[config.mk]
export PLATFORM = sky130hd
export DESIGN_NAME = memory_access_cycle_flat
export DESIGN_NICKNAME = d
export VERILOG_FILES = /design/src/rtl/memory_access_cycle_if.sv /design/src/rtl/memory_access_cycle.sv /design/src/flat_wrapper.sv
export SDC_FILE = /design/constraint.sdc
export NUM_CORES = 1
export LEC_CHECK = 0
export BUFFER_PORTS_ARGS = -buffer_cell sky130_fd_sc_hd__buf_2
export CAP_MARGIN = 30
export CORE_AREA = 3 3 133 135
export DETAILED_ROUTE_END_ITERATION = 10
export DIE_AREA = 0 0 136 138
export PLACE_DENSITY = 0.75
export RECOVER_POWER = 50
export SYNTH_ARGS = -nofsm -noshare
export SYNTH_HDL_FRONTEND = slang
export SYNTH_SLANG_ARGS = --single-unit
[constraint.sdc]
create_clock -name clk -period 2.6 [get_ports clk]
set_input_delay 0.13 -clock clk [delete_from_list [all_inputs] [get_ports clk]]
set_output_delay 0.13 -clock clk [all_outputs]
set_load 0.02 [all_outputs]
[src/rtl/memory_access_cycle_if.sv]
// Data-memory port between the M stage (master) and the data memory (slave).
// Latency: a transfer completes in the cycle where req and ready are both high.
// Backpressure: the memory holds ready low to stretch an access; the master holds req and the payload until then.
// Signals: req/we/addr/wdata from the master; ready/rdata from the slave.
interface memory_access_cycle_if;
  logic        req;
  logic        we;
  logic [31:0] addr;
  logic [31:0] wdata;
  logic        ready;
  logic [31:0] rdata;

  modport master (output req, we, addr, wdata, input ready, rdata);
  modport slave  (input req, we, addr, wdata, output ready, rdata);
endinterface

[src/rtl/memory_access_cycle.sv]
// M stage of the RV32 pipeline: word loads/stores on a variable-latency data port, then the M/W register.
// Latency: non-memory ops reach W after 1 cycle; memory ops after 1 + wait cycles (wait forced to end at TIMEOUT_CYCLES).
// Backpressure: StallM is high while an access is pending; upstream holds the M inputs and W receives bubbles.
// Ports: clk/rst; M-stage controls and data (RegWriteM..ALU_ResultM); dmem master port; StallM;
//        W-stage register outputs, combinational ResultW; sticky err_misalign / err_timeout.
module memory_access_cycle #(
  parameter int unsigned TIMEOUT_CYCLES = 255
) (
  input  logic                         clk,
  input  logic                         rst,
  input  logic                         RegWriteM,
  input  logic                         MemWriteM,
  input  logic                         ResultSrcM,
  input  logic [4:0]                   RD_M,
  input  logic [31:0]                  PCPlus4M,
  input  logic [31:0]                  WriteDataM,
  input  logic [31:0]                  ALU_ResultM,
  memory_access_cycle_if.master        dmem,
  output logic                         StallM,
  output logic                         RegWriteW,
  output logic                         ResultSrcW,
  output logic [4:0]                   RD_W,
  output logic [31:0]                  PCPlus4W,
  output logic [31:0]                  ALU_ResultW,
  output logic [31:0]                  ReadDataW,
  output logic [31:0]                  ResultW,
  output logic                         err_misalign,
  output logic                         err_timeout
);

  // Counter only has to reach TIMEOUT_CYCLES-1.
  localparam int unsigned CW = (TIMEOUT_CYCLES > 1) ? $clog2(TIMEOUT_CYCLES) : 1;
  localparam logic [CW-1:0] CNT_LAST = CW'(TIMEOUT_CYCLES - 1);

  typedef enum logic {IDLE, BUSY} state_t;

  state_t        state, state_nxt;
  logic [CW-1:0] cnt;
  logic          access, aligned, is_load;
  logic          timeout, done;

  assign access  = MemWriteM | ResultSrcM;
  assign aligned = (ALU_ResultM[1:0] == 2'b00);
  assign is_load = ResultSrcM;

  assign dmem.we    = MemWriteM;
  assign dmem.addr  = ALU_ResultM;
  assign dmem.wdata = WriteDataM;

  // State register and wait counter. The counter restarts whenever an
  // access is launched from IDLE and counts non-ready cycles in BUSY.
  always_ff @(posedge clk) begin
    if (rst) begin
      state <= IDLE;
      cnt   <= '0;
    end else begin
      state <= state_nxt;
      if (state == IDLE) begin
        cnt <= '0;
      end else if (!dmem.ready) begin
        cnt <= cnt + CW'(1);
      end
    end
  end

  // Next-state logic.
  always_comb begin
    state_nxt = state;
    case (state)
      IDLE:    if (StallM) state_nxt = BUSY;
      BUSY:    if (done)   state_nxt = IDLE;
      default: state_nxt = IDLE;
    endcase
  end

  // Outputs. Reset masks the request in the same cycle so a BUSY access
  // is abandoned immediately; a ready with no request never counts.
  always_comb begin
    dmem.req = 1'b0;
    timeout  = 1'b0;
    if (!rst) begin
      case (state)
        IDLE: dmem.req = access & aligned;
        BUSY: begin
          dmem.req = 1'b1;
          timeout  = (cnt == CNT_LAST) & !dmem.ready;
        end
        default: dmem.req = 1'b0;
      endcase
    end
    done   = (dmem.req & dmem.ready) | timeout;
    StallM = dmem.req & !done;
  end

  // M/W pipeline register. While stalled only RegWriteW drops (bubble);
  // ReadDataW is zeroed for loads that could not return real data.
  always_ff @(posedge clk) begin
    if (rst) begin
      RegWriteW    <= 1'b0;
      ResultSrcW   <= 1'b0;
      RD_W         <= '0;
      PCPlus4W     <= '0;
      ALU_ResultW  <= '0;
      ReadDataW    <= '0;
      err_misalign <= 1'b0;
      err_timeout  <= 1'b0;
    end else begin
      if (StallM) begin
        RegWriteW <= 1'b0;
      end else begin
        RegWriteW   <= RegWriteM;
        ResultSrcW  <= ResultSrcM;
        RD_W        <= RD_M;
        PCPlus4W    <= PCPlus4M;
        ALU_ResultW <= ALU_ResultM;
        if (is_load) begin
          if (!aligned || timeout) begin
            ReadDataW <= '0;
          end else if (dmem.req && dmem.ready) begin
            ReadDataW <= dmem.rdata;
          end
        end
      end
      if (access && !aligned) err_misalign <= 1'b1;
      if (timeout)            err_timeout  <= 1'b1;
    end
  end

  assign ResultW = ResultSrcW ? ReadDataW : ALU_ResultW;

endmodule

[src/flat_wrapper.sv]
// flat-port wrapper written by rule: the top's interface ports become plain ports
module memory_access_cycle_flat 
#(
  parameter int unsigned TIMEOUT_CYCLES = 255
)
  (clk, rst, RegWriteM, MemWriteM, ResultSrcM, RD_M, PCPlus4M, WriteDataM, ALU_ResultM, StallM, RegWriteW, ResultSrcW, RD_W, PCPlus4W, ALU_ResultW, ReadDataW, ResultW, err_misalign, err_timeout, dmem_req, dmem_we, dmem_addr, dmem_wdata, dmem_ready, dmem_rdata);
  memory_access_cycle_if dmem_i ();
  input  logic clk;
  input  logic rst;
  input  logic RegWriteM;
  input  logic MemWriteM;
  input  logic ResultSrcM;
  input  logic [4:0] RD_M;
  input  logic [31:0] PCPlus4M;
  input  logic [31:0] WriteDataM;
  input  logic [31:0] ALU_ResultM;
  output logic StallM;
  output logic RegWriteW;
  output logic ResultSrcW;
  output logic [4:0] RD_W;
  output logic [31:0] PCPlus4W;
  output logic [31:0] ALU_ResultW;
  output logic [31:0] ReadDataW;
  output logic [31:0] ResultW;
  output logic err_misalign;
  output logic err_timeout;
  output wire logic [$bits(dmem_i.req)-1:0] dmem_req;
  output wire logic [$bits(dmem_i.we)-1:0] dmem_we;
  output wire logic [$bits(dmem_i.addr)-1:0] dmem_addr;
  output wire logic [$bits(dmem_i.wdata)-1:0] dmem_wdata;
  input wire logic [$bits(dmem_i.ready)-1:0] dmem_ready;
  input wire logic [$bits(dmem_i.rdata)-1:0] dmem_rdata;
  assign dmem_req = dmem_i.req;
  assign dmem_we = dmem_i.we;
  assign dmem_addr = dmem_i.addr;
  assign dmem_wdata = dmem_i.wdata;
  assign dmem_i.ready = dmem_ready;
  assign dmem_i.rdata = dmem_rdata;
  memory_access_cycle #(.TIMEOUT_CYCLES(TIMEOUT_CYCLES)) u_core (.clk(clk), .rst(rst), .RegWriteM(RegWriteM), .MemWriteM(MemWriteM), .ResultSrcM(ResultSrcM), .RD_M(RD_M), .PCPlus4M(PCPlus4M), .WriteDataM(WriteDataM), .ALU_ResultM(ALU_ResultM), .dmem(dmem_i), .StallM(StallM), .RegWriteW(RegWriteW), .ResultSrcW(ResultSrcW), .RD_W(RD_W), .PCPlus4W(PCPlus4W), .ALU_ResultW(ALU_ResultW), .ReadDataW(ReadDataW), .ResultW(ResultW), .err_misalign(err_misalign), .err_timeout(err_timeout));
endmodule
==> results of run 1 <==
## cells by family after synthesis
| logic type | Yosys count | synth area share (%) |
|---|---|---|
| adder cells (fa/ha/maj) | 2 | 0.436 |
| AO/OA/AOI/OAI | 147 | 16.2 |
| multiplexers | 32 | 6.28 |
| flip-flops | 114 | 39.8 |
| XOR/XNOR | 5 | 0.763 |
| AND/OR/NAND/NOR | 236 | 21.6 |
| buffers and inverters | 139 | 15.0 |
## cells in the final DEF, fill, tap and decap left out, drive strengths merged
master       instances
nand3b               1
nand4               70
nand3                3
a31o                 1
nor2b                3
and4                 1
a21o                 1
nand2              104
dlygate4sd3         97
nor3                 4
mux2                32
and3                 1
o21ai               35
clkbuf             147
a21oi               39
dfxtp              114
diode                1
and4b                1
nor2                10
or2                  2
nand2b               1
xor2                 3
clkinv               7
ha                   2
a31oi                1
xnor2                2
o211ai              70
clkinvlp             3
or3                  2
buf                171
inv                  4
nor3b               33
## layout make-up
type / instances / area (sq um)
repair buffers: 393 / 2380
flip-flops and latches: 114 / 2280
well taps: 220 / 275
diodes: 1 / 2.50
clock buffers: 22 / 464
fillers: 1622 / 8470
multi-input cells: 422 / 2630
clock inverters: 10 / 61.3
inverters: 4 / 17.5
## through the flow
stage	util [%]	total power [W]	setup WS (ps)
2_1_floorplan	-	0.00252	691
3_3_place_gp	40.8	0.00273	580
3_5_place_dp	40.8	0.00274	539
4_1_cts	49.8	0.00493	102
5_1_grt	48.9	0.00507	172
6_report	48.9	0.00486	263
## path summary, 6_finish.rpt
| kind | from | end | slack (ps) | cells past startpoint |
|---|---|---|---|---|
| worst max-delay path | u_core.cnt[0] | StallM | 260 | 6 |
| worst min-delay path | ALU_ResultM[0] | u_core.ALU_ResultW[0] | 30 | 3 |
| worst max register to register | u_core.state | u_core.RegWriteW | 510 | 4 |
| worst min register to register | u_core.RD_W[3] | u_core.RD_W[3] | 450 | 2 |
## what timing repair did
action / 4_1_cts / 5_1_grt
hold buffers: 97 / 0
hold endpoints to repair: 97 / 0
buffers inserted: 0 / 0
gates resized for setup: 0 / 1
endpoints found under the setup margin: 0 / 1
## worst max-delay path: stages (launching register included)
cell and delay, ps:
dfxtp_1 400, inv_1 70, ha_1 200, and4b_4 220, a31o_4 360, nor3_2 300, buf_2 230
## state kept, by name, summed over array words and instances, names as in the netlist
| register | count |
|---|---|
| u_core.cnt | 8 |
| u_core.ReadDataW | 32 |
| u_core.ALU_ResultW | 32 |
| u_core.PCPlus4W | 32 |
| u_core.ResultSrcW | 1 |
| u_core.RD_W | 5 |
| u_core.err_misalign | 1 |
| u_core.state | 1 |
| u_core.err_timeout | 1 |
| u_core.RegWriteW | 1 |
## layer usage
layer  vias to the layer above  global-route usage, %  wire length [microns]
met5                         -                      0                     13
met4                         2                   10.2                    840
met3                        68                   7.30                   1790
met2                       312                   36.8                  10200
met1                      2807                   23.3                   8130
li1                       2927                      -                      -
## power breakdown
group | leakage (nW) | switching [W] | internal [W]
registers | 0.939 | 0.0000773 | 0.00184
clock network | 0.255 | 0.000807 | 0.00126
logic | 2.17 | 0.000541 | 0.000347
total | 3.37 | 0.00143 | 0.00344
==> impl_metrics.py, run 1 <==
metrics = {
    "clock_network": {
        "clock_latency_ps": 410,
        "clk_pin_slew_ps": 50,
        "cts-htree-levels": 4,
        "cts_tree": "yes",
        "cts_made_buffers": 17,
        "cts_buffer_depth": 2,
        "clockRootBuffer": "clkbuf_16",
        "clock_sinks": 114,
    },
    "place": {
        "placed_cells": 1056,
        "finalWeightedCongestion": 0.738,
        "io_buffers": 278,
        "place_area_sq_um": 6770,
        "hpwlAfterDp_mm": 13.2,
    },
    "power_and_ir_drop": {
        "leakagePower_nw": 3.37,
        "powerDensity_nw_per_um2": 599,
        "ir_drop_uv": 404,
    },
    "setup_path": {
        "cp_max_fo": 30,
        "start_kind": "register",
        "cp-end-kind": "output pin",
        "crit_required_ps": 2470,
        "crit_type": "reg -> out",
        "cp.arrival_ps": 2210,
    },
    "synth": {
        "yosys.cell_types.count": 37,
        "synth_top_area_share_pct": 39.8,
        "yosysSeqAreaShare_pct": 39.8,
        "yosysMostFrequentCell": "dfxtp_1",
        "synthArstFlopShare_pct": 0,
        "syn_area_per_cell_sq_um": 8.50,
        "synth-seq-cells": 114,
        "synth_edf_count": 0,
        "yosys-top-cells-area": "dfxtp_1, o211ai_1, buf_4, nand4_1, nand2_1",
        "netlist_area_sq_um": 5740,
        "synth_top_area_cell": "dfxtp_1",
        "netlist_instances": 675,
        "synth_common_cells": "dfxtp_1, nand2_1, nand4_1, o211ai_1, buf_4",
        "yosys_warnings": 0,
        "synth_ff_type": "dfxtp_1",
        "syn_nets": 816,
    },
    "route": {
        "drc_errors": 0,
        "drtIter0Drc": 317,
        "via_per_inst": 5.16,
        "ant_nets": 0,
        "wl_mm": 21.0,
        "vias": 6116,
        "dr.pass1.iters": 5,
        "detail_route.wl_per_cell_microns": 17.7,
    },
    "cells_and_area": {
        "layout.nets": 1093,
        "stdcell_count": 1186,
        "area_growth_pct": 41.3,
        "postLayoutCellArea_sq_um": 8110,
        "drive_gt1_share_pct": 25.2,
    },
    "sta": {
        "tns_ps": 0,
        "worstMarginPinSlew_ps": 912,
        "fin_crit_sh_pct": 89.9,
        "whs_ps": 28.3,
        "rsz0062_at_grt": "false",
        "min_period_ps": 2340,
        "hold_violations": 0,
        "fmax_mhz": 428,
        "maxSlewHeadroom_pct": 39.2,
        "fin_skew_ps": 8.47,
        "setup_viol": 0,
        "report.final.slew_viol_count": 0,
    },
    "status": {
        "status": "finished, final reports clean",
    },
    "min_path": {
        "hold_class": "in -> reg",
    },
    "global_routing": {
        "gr-total-overflow": 0,
        "track_usage_pct": 21.4,
        "grt_pass1_vias": 6024,
        "antenna_found_initial": 1,
        "grt_pass1_wl_mm": 32.0,
        "grt_max_degree": 82,
    },
    "floorplanning": {
        "start_util_pct": 34.6,
        "die_w_microns": 136,
        "fp-row-count": 47,
        "ios": 343,
        "core_sq_um": 16600,
        "fp.dieH_microns": 138,
        "dieArea_sq_um": 18800,
    },
    "job": {
        "max_cap_viol_count": 0,
    },
}
(Power assumes the default switching activity.)
==> run 2, diff against run 1 <==
ABC_AREA = 1   (was not set)
PLACE_DENSITY = 0.72   (was 0.75)
clock period = 2.95 ns   (was 2.6 ns; I/O delays follow)
==> impl_metrics.py, run 2 <==
metrics = {
    "status": {
        "status": "complete, but fails checks",
        "violations": "capacitance limit, slew limit",
    },
    "power_and_ir_drop": {
        "p_int_w": 0.00331,
        "p_seq_share_pct": 37.3,
        "leakagePower_nw": 3.37,
        "ir_drop_uv": 471,
        "powerDensity_nw_per_um2": 619,
        "swShare_pct": 28.1,
        "p_comb_share_pct": 16.9,
        "switchingPower_w": 0.00130,
        "clock_power_share_pct": 45.9,
    },
    "sta": {
        "hold_violations": 0,
        "rsz0062_at_grt": "false",
        "whs_ps": 22.0,
        "min_period_ps": 2420,
        "worstMarginPinSlew_ps": 1580,
        "setup_viol": 0,
        "report.final.slew_viol_count": 73,
        "fmax_mhz": 413,
        "maxSlewHeadroom_pct": -5.52,
        "fin_crit_sh_pct": 82.1,
        "tns_ps": 0,
        "fin_skew_ps": 8.13,
    },
    "place": {
        "hpwlAfterDp_mm": 12.0,
        "place_area_sq_um": 6360,
        "placed_cells": 1090,
        "finalWeightedCongestion": 0.787,
        "io_buffers": 278,
    },
    "setup_path": {
        "critPathMostFrequentCell": "inv_1",
        "crit_required_ps": 2800,
        "cp-end-kind": "output pin",
        "worst_path_max_delay_cell": "inv_2",
        "rr_worst_depth": 9,
        "crit_chain": "inv_1 -> nor2_2 -> inv_1 -> nand2_2 -> nand3_4 -> inv_2 -> buf_2",
        "crit_type": "reg -> out",
        "cp_max_fo": 32,
        "start_kind": "register",
        "cpPeakStageDelay_ps": 410,
        "cp.arrival_ps": 2270,
    },
    "global_routing": {
        "grt_pass1_wl_mm": 28.2,
        "track_usage_pct": 18.9,
        "gr-total-overflow": 0,
        "grt_pass1_vias": 5394,
        "antenna_found_initial": 1,
        "grt_max_degree": 73,
    },
    "floorplanning": {
        "core_sq_um": 16600,
        "start_util_pct": 32.1,
        "die_w_microns": 136,
        "fp.dieH_microns": 138,
        "ios": 343,
        "dieArea_sq_um": 18800,
        "fp-row-count": 47,
    },
    "synth": {
        "synthArstFlopShare_pct": 0,
        "yosys-top-cells-area": "dfxtp_1, nand2_1, buf_4, a21oi_1, mux2_2",
        "netlist_area_sq_um": 5320,
        "synth_top_area_cell": "dfxtp_1",
        "yosys.cell_types.count": 24,
        "yosys_warnings": 0,
        "synth_top_area_share_pct": 42.9,
        "yosysSeqAreaShare_pct": 42.9,
        "syn_area_per_cell_sq_um": 7.66,
        "synth-seq-cells": 114,
        "yosysMostFrequentCell": "nand2_1",
        "syn_nets": 836,
        "netlist_instances": 695,
        "synth_common_cells": "nand2_1, dfxtp_1, a21oi_1, buf_4, nor2_1",
        "synth_edf_count": 0,
        "synth_ff_type": "dfxtp_1",
    },
    "clock_network": {
        "clk_pin_slew_ps": 60,
        "cts-htree-levels": 4,
        "clock_sinks": 114,
        "cts_buffer_depth": 2,
        "cts_tree": "yes",
        "clock_latency_ps": 410,
        "cts_made_buffers": 17,
        "clockRootBuffer": "clkbuf_16",
    },
    "route": {
        "wl_mm": 18.5,
        "drc_errors": 0,
        "dr.pass1.iters": 5,
        "drtIter0Drc": 210,
        "ant_nets": 0,
        "detail_route.wl_per_cell_microns": 15.6,
        "via_per_inst": 4.73,
        "vias": 5605,
    },
    "cells_and_area": {
        "postLayoutCellArea_sq_um": 7440,
        "final_cell_mix": "nand2_1, buf_2, clkbuf_1",
        "n_antenna_cell": 0,
        "reg_top3": "u_core.ALU_ResultW x32, u_core.PCPlus4W x32, u_core.ReadDataW x32",
        "layout.nets": 1092,
        "layout_commonest_cell": "nand2_1",
        "stdcell_count": 1184,
        "area_growth_pct": 39.8,
        "drive_gt1_share_pct": 25.2,
    },
    "job": {
        "max_cap_viol_count": 1,
    },
    "min_path": {
        "hold_class": "in -> reg",
        "min_path_cells": 3,
    },
}
## run 2: cell types whose count changed after synthesis, sizes merged, moves of 12 or more
cell and delta:
nand2 +80, o211ai -70, nor2 +63, a21oi +39, nand4 -37, nand3 +36, nor3b -32, o21ai -30
clkbuf -22, inv +12
## run 2: what timing repair did
action                                 CTS  global route
endpoints found under the hold margin   62             0
setup buffers                            0             0
hold buffers                            62             0
resized for setup                        0             0
## run 2: final cells by class
cell class	instances	area, sq um
Tap cell	220	275
Sequential cell	114	2280
Multi-Input combinational cell	451	2260
Inverter	16	60.1
Timing Repair Buffer	351	1950
Clock inverter	12	156
Fill cell	1744	9140
Clock buffer	20	457
## run 2: worst max-delay path: cells and delay by family, from the launching register on
kind / cells / cell delay [ps]
simple gates: 3 / 690
flops: 1 / 300
buf+inv: 4 / 840
## run 2: final timing paths
kind | start | endpoint | slack, ps
setup / recovery | u_core.state | StallM | 530
hold / removal | ALU_ResultM[5] | u_core.ALU_ResultW[5] | 20
setup reg to reg | u_core.state | u_core.PCPlus4W[4] | 640
hold reg to reg | u_core.PCPlus4W[18] | u_core.PCPlus4W[18] | 460
## run 2: cells by family after synthesis
logic type | share of synthesized area, %
compound gates | 7.81
xor+xnor | 0.165
fa+ha+maj | 0.470
buf+inv | 14.8
flops | 42.9
mux | 6.77
simple gates | 27.1
## run 2: per-layer routing
| metal | vias to the layer above | global-route usage (%) | wire length [microns] |
|---|---|---|---|
| met5 | - | 0 | 13 |
| met4 | 2 | 6.53 | 413 |
| met3 | 32 | 7.59 | 1880 |
| met2 | 279 | 33.1 | 8840 |
| met1 | 2568 | 20.5 | 7350 |
| li1 | 2724 | - | - |
## run 2: stage by stage
stage / power (W) / setup WS, ps / utilization (%)
floorplan: 0.00228 / 1370 / -
global placement: 0.00247 / 813 / 38.4
detailed placement: 0.00248 / 678 / 38.4
CTS: 0.00469 / 490 / 45.8
global route: 0.00481 / 341 / 44.9
finish: 0.00461 / 529 / 44.9
## run 2: power groups by stage
stage / Combinational, W / Sequential (W) / Clock, W
finish: 0.000776 / 0.00172 / 0.00211
global route: 0.000843 / 0.00173 / 0.00224
CTS: 0.000801 / 0.00171 / 0.00217
detailed placement: 0.000737 / 0.00175 / 0
global placement: 0.000731 / 0.00174 / 0
floorplan: 0.000439 / 0.00184 / 0
==> run 3, diff against run 2 <==
ABC_AREA = 0   (was 1)
PLACE_DENSITY = 0.75   (was 0.72)
clock period = 2.25 ns   (was 2.95 ns; I/O delays follow)
==> impl_metrics.py, run 3 (same netlist as run 1, synthesis figures left out) <==
metrics = {
    "clock_network": {
        "cts-htree-levels": 4,
        "clk_pin_slew_ps": 50,
        "clock_latency_ps": 410,
        "cts_made_buffers": 17,
        "cts_tree": "yes",
        "clockRootBuffer": "clkbuf_16",
        "cts_buffer_depth": 2,
        "postCtsSetupBuffers": 0,
        "clock_sinks": 114,
    },
    "global_routing": {
        "grt_pass1_wl_mm": 31.1,
        "grt_pass1_vias": 5912,
        "grt_max_degree": 97,
        "track_usage_pct": 20.5,
        "antenna_found_initial": 2,
        "gr-total-overflow": 0,
    },
    "setup_path": {
        "crit_buf_inv": 2,
        "start_kind": "register",
        "cp_max_fo": 16,
        "worst_path_max_delay_cell": "dlygate4sd3_1",
        "cp.arrival_ps": 2380,
        "rrSetupSlack_ps": 170,
        "rr_worst_depth": 7,
        "critical-path-top-delay-family": "buffers and inverters",
        "r2r_end": "u_core.RegWriteW",
        "crit_chain": "inv_1 -> ha_1 -> and4b_4 -> a31o_4 -> nor3_2 -> nor3b_1 -> dlygate4sd3_1",
        "path_depth": 7,
        "cpPeakStageDelay_ps": 550,
        "crit_type": "reg -> reg",
        "crit_end": "u_core.RegWriteW",
        "cp-startpoint": "u_core.cnt[0]",
        "crit_required_ps": 2550,
        "cp-end-kind": "register",
        "timing.rr.start": "u_core.cnt[0]",
    },
    "sta": {
        "tns_ps": 0,
        "whs_ps": 43.3,
        "fin_skew_ps": 11.1,
        "fmax_mhz": 480,
        "rsz0062_at_grt": "false",
        "hold_violations": 0,
        "min_period_ps": 2080,
        "report.final.slew_viol_count": 0,
        "fin_crit_sh_pct": 92.6,
        "worstMarginPinSlew_ps": 491,
        "maxSlewHeadroom_pct": 67.3,
        "setup_viol": 0,
    },
    "power_and_ir_drop": {
        "powerDensity_nw_per_um2": 727,
        "ir_drop_uv": 503,
        "switchingPower_w": 0.00161,
        "leakagePower_nw": 3.43,
        "p_int_w": 0.00440,
        "p_comb_share_pct": 17.4,
        "p_seq_share_pct": 36.6,
        "swShare_pct": 26.8,
        "clock_power_share_pct": 45.9,
    },
    "cells_and_area": {
        "drive_gt1_share_pct": 24.7,
        "final_cell_mix": "buf_2, clkbuf_1, dfxtp_1",
        "multi_input_area_sq_um": 2640,
        "seq_area_sq_um": 2280,
        "reg_top3": "u_core.ALU_ResultW x32, u_core.PCPlus4W x32, u_core.ReadDataW x32",
        "layout.nets": 1095,
        "fillers": 1579,
        "area_growth_pct": 43.9,
        "layout_commonest_cell": "buf_2",
    },
    "place": {
        "hpwlAfterDp_mm": 12.6,
        "io_buffers": 278,
        "finalWeightedCongestion": 0.746,
    },
    "floorplanning": {
        "ios": 343,
        "start_util_pct": 34.6,
        "die_w_microns": 136,
        "core_sq_um": 16600,
        "dieArea_sq_um": 18800,
        "fp.dieH_microns": 138,
        "fp-row-count": 47,
    },
    "route": {
        "vias": 6213,
        "drtIter0Drc": 281,
        "drc_errors": 0,
        "detail_route.wl_per_cell_microns": 17.4,
        "ant_nets": 0,
        "dr.pass1.iters": 5,
        "wl_mm": 20.7,
        "via_per_inst": 5.24,
    },
    "min_path": {
        "min_path_cells": 3,
        "hold_class": "in -> reg",
    },
    "job": {
        "max_cap_viol_count": 0,
    },
    "status": {
        "status": "finished, final reports clean",
    },
}
run 3: cell count changes in the layout (fill, tap and decap cells not counted), moves of 4 or more:
| cell | change |
|---|---|
| buf_12 | +5 |
| nand2_1 | -78 |
| clkinvlp_4 | -4 |
| nor2_1 | -58 |
| nand3_1 | -33 |
| o211ai_1 | +70 |
| inv_1 | -10 |
| nand4_1 | +37 |
| a21oi_1 | -40 |
| nor3b_1 | +32 |
| dlygate4sd3_1 | +40 |
| clkbuf_1 | +4 |
| o21ai_1 | +26 |
run 3: final cells by class:
class	count	share of cell area (%)
Clock buffer	24	6.07
Tap cell	220	3.33
Multi-Input combinational cell	423	32.0
Sequential cell	114	27.6
Antenna cell	2	0.0606
Clock inverter	5	1.21
Inverter	4	0.212
Timing Repair Buffer	394	29.5
run 3: routing by layer:
metal | share of wire (%) | global-route usage, % | routed length (microns)
met5 | 0 | 0 | 0
met1 | 39 | 23.0 | 7970
met2 | 48 | 34.5 | 9870
met3 | 9.8 | 7.63 | 2020
met4 | 3.8 | 9.39 | 793
run 3: how the worst min path moves through the flow:
| stage | start | to | slack, ps |
|---|---|---|---|
| 6_report | ALU_ResultM[14] | u_core.ALU_ResultW[14] | 40 |
| 5_1_grt | ALU_ResultM[14] | u_core.ALU_ResultW[14] | 40 |
| 4_1_cts | ALU_ResultM[14] | u_core.ALU_ResultW[14] | 2 |
| 3_5_place_dp | WriteDataM[16] | dmem_wdata[16] | 230 |
| 3_3_place_gp | WriteDataM[16] | dmem_wdata[16] | 230 |
| 2_1_floorplan | dmem_rdata[0] | u_core.ReadDataW[0] | 230 |
run 3: worst register-to-register path: cells and delay by family, from the launching register on:
family,cells,cell delay [ps]
buffers and inverters,2,610
AND/OR/NAND/NOR,3,480
flip-flops,1,380
AO/OA/AOI/OAI,1,320
adder cells (fa/ha/maj),1,190
run 3: timing repair:
item	CTS	global route
resized for setup	0	2
hold buffers	102	0
hold endpoints to repair	101	0
endpoints found under the setup margin	0	2
run 3: stage by stage:
step	worst slack (ps)	cells	total power [W]	instance area (sq um)	utilization (%)
5_1_grt	23.6	1186	0.00625	8260	49.8
4_1_cts	14.1	1183	0.00608	8400	50.6
3_3_place_gp	436	1052	0.00315	6770	40.8
3_5_place_dp	408	1052	0.00316	6770	40.8
2_1_floorplan	341	675	0.00291	5740	-
6_report	165	1186	0.00601	8260	49.8
run 3: power groups by stage:
stage               clock network, W  registers, W  logic, W
floorplan                          0       0.00234  0.000569
global placement                   0       0.00223  0.000914
detailed placement                 0       0.00224  0.000922
CTS                          0.00282       0.00220   0.00106
global route                 0.00292       0.00221   0.00112
finish                       0.00276       0.00220   0.00105
